<file path="config.mk">
export PLATFORM = sky130hd
export DESIGN_NAME = reg_bank
export DESIGN_NICKNAME = d
export VERILOG_FILES = /design/src/rtl/reg_bank_pkg.sv /design/src/rtl/reg_bank_flags.sv /design/src/rtl/reg_bank.sv
export SDC_FILE = /design/constraint.sdc
export NUM_CORES = 1
export LEC_CHECK = 0
export CAP_MARGIN = 10
export CORE_UTILIZATION = 50
export DETAILED_ROUTE_END_ITERATION = 7
export HOLD_SLACK_MARGIN = 0.06
export PLACE_DENSITY = 0.75
export SYNTH_ARGS = -nofsm -noshare
export SYNTH_HDL_FRONTEND = slang
export SYNTH_HIERARCHICAL = 1
export SYNTH_SLANG_ARGS = --single-unit
</file>
<file path="constraint.sdc">
create_clock -name clk -period 2.4 [get_ports clk]
set_clock_uncertainty 0.15 [all_clocks]
set_input_delay 0.48 -clock clk [delete_from_list [all_inputs] [get_ports clk]]
set_output_delay 0.48 -clock clk [all_outputs]
set_load 0.005 [all_outputs]
</file>
<file path="src/rtl/reg_bank_pkg.sv">
// Shared widths, flag bit positions and the pending write-stage record
// for the architectural register bank.
package reg_bank_pkg;

  localparam int WIDTH  = 16;
  localparam int NREGS  = 8;
  localparam int AW     = 3;

  localparam int FLAG_Z = 2;
  localparam int FLAG_N = 1;
  localparam int FLAG_C = 0;

  // One-deep writeback stage sitting between the shifter and the array
  typedef struct packed {
    logic            valid;
    logic [AW-1:0]   addr;
    logic [WIDTH-1:0] data;
  } pend_t;

endpackage

</file>
<file path="src/rtl/reg_bank_flags.sv">
// Z/N/C status flag register, loaded from the writeback result when
// flag_en is high and held otherwise.
module reg_bank_flags
  import reg_bank_pkg::*;
(
  input  logic             clk,
  input  logic             rst_n,
  input  logic             flag_en,
  input  logic [WIDTH-1:0] result,
  input  logic             carry,
  output logic [2:0]       flags
);

  // Capture status from the current result; compare-style ops with no
  // destination still update flags here.
  always_ff @(posedge clk or negedge rst_n) begin
    if (!rst_n) begin
      flags <= '0;
    end else if (flag_en) begin
      flags[FLAG_Z] <= (result == '0);
      flags[FLAG_N] <= result[WIDTH-1];
      flags[FLAG_C] <= carry;
    end
  end

endmodule

</file>
<file path="src/rtl/reg_bank.sv">
// Eight-entry register bank with a one-deep write pipeline stage, two
// combinational read ports and Z/N/C flags.
// Optional feature: define REG_BANK_BYPASS_EN to forward the pending
// write to the read ports (read-after-write latency of one cycle).
module reg_bank
  import reg_bank_pkg::*;
(
  input  logic             clk,
  input  logic             rst_n,
  input  logic [WIDTH-1:0] sh_out,
  input  logic             alu_c,
  input  logic             wr_en,
  input  logic [AW-1:0]    wr_addr,
  input  logic             flag_en,
  input  logic [AW-1:0]    ra_addr,
  input  logic [AW-1:0]    rb_addr,
  output logic [WIDTH-1:0] ra_out,
  output logic [WIDTH-1:0] rb_out,
  output logic [2:0]       flags,
  output logic             wb_busy
);

  pend_t            pend;
  logic [WIDTH-1:0] regs [NREGS];

  // Pending stage: writes to R0 are dropped here so they never commit.
  always_ff @(posedge clk or negedge rst_n) begin
    if (!rst_n) begin
      pend <= '0;
    end else begin
      pend.valid <= wr_en && (wr_addr != '0);
      pend.addr  <= wr_addr;
      pend.data  <= sh_out;
    end
  end

  // Commit the pending write; reset drops it rather than committing.
  always_ff @(posedge clk or negedge rst_n) begin
    if (!rst_n) begin
      for (int i = 0; i < NREGS; i++) regs[i] <= '0;
    end else if (pend.valid) begin
      regs[pend.addr] <= pend.data;
    end
  end

  // Read muxes; R0 reads zero, optional forwarding from the pending stage.
  always_comb begin
    ra_out = (ra_addr == '0) ? '0 : regs[ra_addr];
    rb_out = (rb_addr == '0) ? '0 : regs[rb_addr];
`ifdef REG_BANK_BYPASS_EN
    if (pend.valid && (pend.addr == ra_addr) && (ra_addr != '0)) ra_out = pend.data;
    if (pend.valid && (pend.addr == rb_addr) && (rb_addr != '0)) rb_out = pend.data;
`else
`endif
  end

  assign wb_busy = pend.valid;

  reg_bank_flags u_flags (
    .clk     (clk),
    .rst_n   (rst_n),
    .flag_en (flag_en),
    .result  (sh_out),
    .carry   (alu_c),
    .flags   (flags)
  );

endmodule

</file>
==> metrics.cfg <==
[floorplanning]
start_util_pct=51.2
io_pins=66
coreArea_um2=13200
die_w_um=118
die_y_um=118
dieArea_um2=14000
num_rows=42

[pwr]
power.density_nw_per_um2=835
leakage_nw=3.96
finalPower_mw=7.58
ir_drop_uv=534

[layout]
drive_gt1_share_pct=54.4
utilization_pct=68.5
n_fill_cell=909
fin_nets=646
area.growth.synth_to_final_pct=33.8
n_antenna_cell=0
final_cell_area_um2=9080
layoutNonFillerInstCount=805

[logic_synthesis]
async_reset_ff_share_pct=100
ys_top_cells_by_area=dfrtp_1, mux2_2, a221oi_1
synth-seq-cells=135
synth_nets=524
yosysSeqAreaShare_pct=49.8
synth-edff-count=0
synth_cell_types=30
synth_top_flop_cell=dfrtp_1
synthCells=494
synth_area_per_cell_um2=13.7
yosysWarnings=6
syn_area_um2=6780
yosysMostFrequentCell=mux2_2
yosys.area.top_type=dfrtp_1
ys_top_cells_by_count=mux2_2, dfrtp_1, a221oi_1, mux2i_1
netlist.area_leader.share_pct=49.8

[global_routing]
gr-usage-all-layers_pct=28.0
grt_max_degree=50
antenna_found_initial=0
grt_pass1_wl_um=29200
grt-ovfl-total=0
grt_pass1_vias=5304

[routing]
first_pass_iters=4
drc=0
via_per_inst=6.11
finalWirelength_um=19200
drt_iter0_markers=285
wl_per_cell_um=23.8
vias=4919
drtAntennaViolNets=0

[clocking]
tritoncts=done
clock-root-buffer=clkbuf_16
cts.sinks=135
clk_latency_ps=430
path_clk_slew_ps=60
ctsHtreeMaxLevel=4
numCtsBuffers=17
ctsLongestPathBuffers=2

[worst_setup_path]
crit_required_ps=1770
path_class=input port to output port
cp_cell_sequence=clkdlybuf4s15_2 -> buf_4 -> mux2_2 -> nand2_1 -> a21oi_2 -> dlygate4sd2_1
crit_path_top_delay_cell=mux2_2
crit_fanout=10
max_stage_delay_ps=370
arrival_ps=1830
start_kind=input port
endpoint_kind=output port

[placement]
placed_cell_area_um2=7920
port_buffers=65
pre_cts_ws_ps=-672
dpl.cell_count=751
hpwlAfterDp_um=11800
routabilityCongestion=0.834

[sta]
finalCritPeriodShare_pct=102
finalSetupViolations=2
final_hold_viol_count=0
tightest_slew_ps=583
fin_tns_setup_ps=-66.9
relSlewSlack_pct=60.8
fmax_mhz=407
drv_slew=0
final.hold.worst_slack_ps=364
rsz0062_at_grt=true
worst_slack_ps=-59.8
layout_min_cycle_time_ps=2460

[run]
cap_violations=0

[run_status]
status=complete, but fails checks
violations=setup timing

[min_path]
hp-class=input port to register

cells by family (layout without fill, tap and decap cells):
kind of cell | Yosys count | count (layout) | synth area share (%)
AOI/OAI and AO/OA | 68 | 68 | 7.97
buffers and inverters | 43 | 178 | 3.60
DFF | 135 | 135 | 49.8
muxes | 210 | 210 | 34.8
and+or+nand+nor | 38 | 38 | 3.82
state kept, by name, summed over array words and instances (netlist names):
name / cells
pend: 19
regs: 112
u_flags/flags: 3
wb_busy: 1
layout by cell type, fill, tap and decap left out, types with 15 or more instances in the layout:
| cell type | Yosys | layout |
|---|---|---|
| a221oi_2 | 0 | 27 |
| clkbuf_16 | 0 | 18 |
| mux2_2 | 168 | 162 |
| dlygate4sd2_1 | 0 | 24 |
| clkdlybuf4s50_1 | 0 | 26 |
| mux2i_1 | 32 | 32 |
| mux2_4 | 10 | 16 |
| nor2_1 | 16 | 15 |
| dfrtp_1 | 135 | 135 |
| buf_4 | 6 | 62 |
| o22ai_1 | 17 | 17 |
critical path: cells and delay by family:
kind / cells / cell delay, ps
AND/OR/NAND/NOR: 1 / 90
AO/OA/AOI/OAI: 1 / 70
buffers and inverters: 3 / 820
multiplexers: 1 / 370
report_power, final:
group	internal [mW]	leakage (nW)	switching, mW
Clock	1.52	0.276	1.04
Combinational	1.12	2.06	0.733
Sequential	2.75	1.62	0.415
per-layer routing:
layer	global-route usage, %	up-vias	share of wire (%)
li1	-	2139	-
met2	46.8	182	51
met4	16.4	0	3.4
met3	5.89	47	5.1
met1	33.4	2551	40
met5	0	-	0
worst paths after layout:
path,from,end,slack (ps),depth (start not counted)
setup / recovery,rb_addr[1],rb_out[15],-60,6
hold / removal,sh_out[10],pend[10],360,1
setup reg to reg,wb_busy,regs[111],560,4
hold reg to reg,regs[45],regs[45],380,1
max in group asynchronous,rst_n,pend[10],950,3
min in group asynchronous,rst_n,regs[57],400,2
repair_timing:
| action | CTS | global route |
|---|---|---|
| cloned | 1 | 1 |
| pin swaps | 8 | 18 |
| buffers inserted | 7 | 12 |
| hold buffers | 1 | 0 |
| gates resized for setup | 99 | 26 |
| endpoints found under the setup margin | 32 | 23 |
| hold endpoints to repair | 30 | 0 |
cell type report:
type / instances / area [µm²] / area share (%)
multi-input cells: 316 / 3510 / 38.7
flip-flops and latches: 135 / 3380 / 37.2
repair buffers: 143 / 1370 / 15.1
clock buffers: 20 / 467 / 5.14
well taps: 176 / 220 / 2.43
clock inverters: 12 / 118 / 1.30
inverters: 3 / 11.3 / 0.124
No activity file was read; power rests on OpenSTA's default activity.
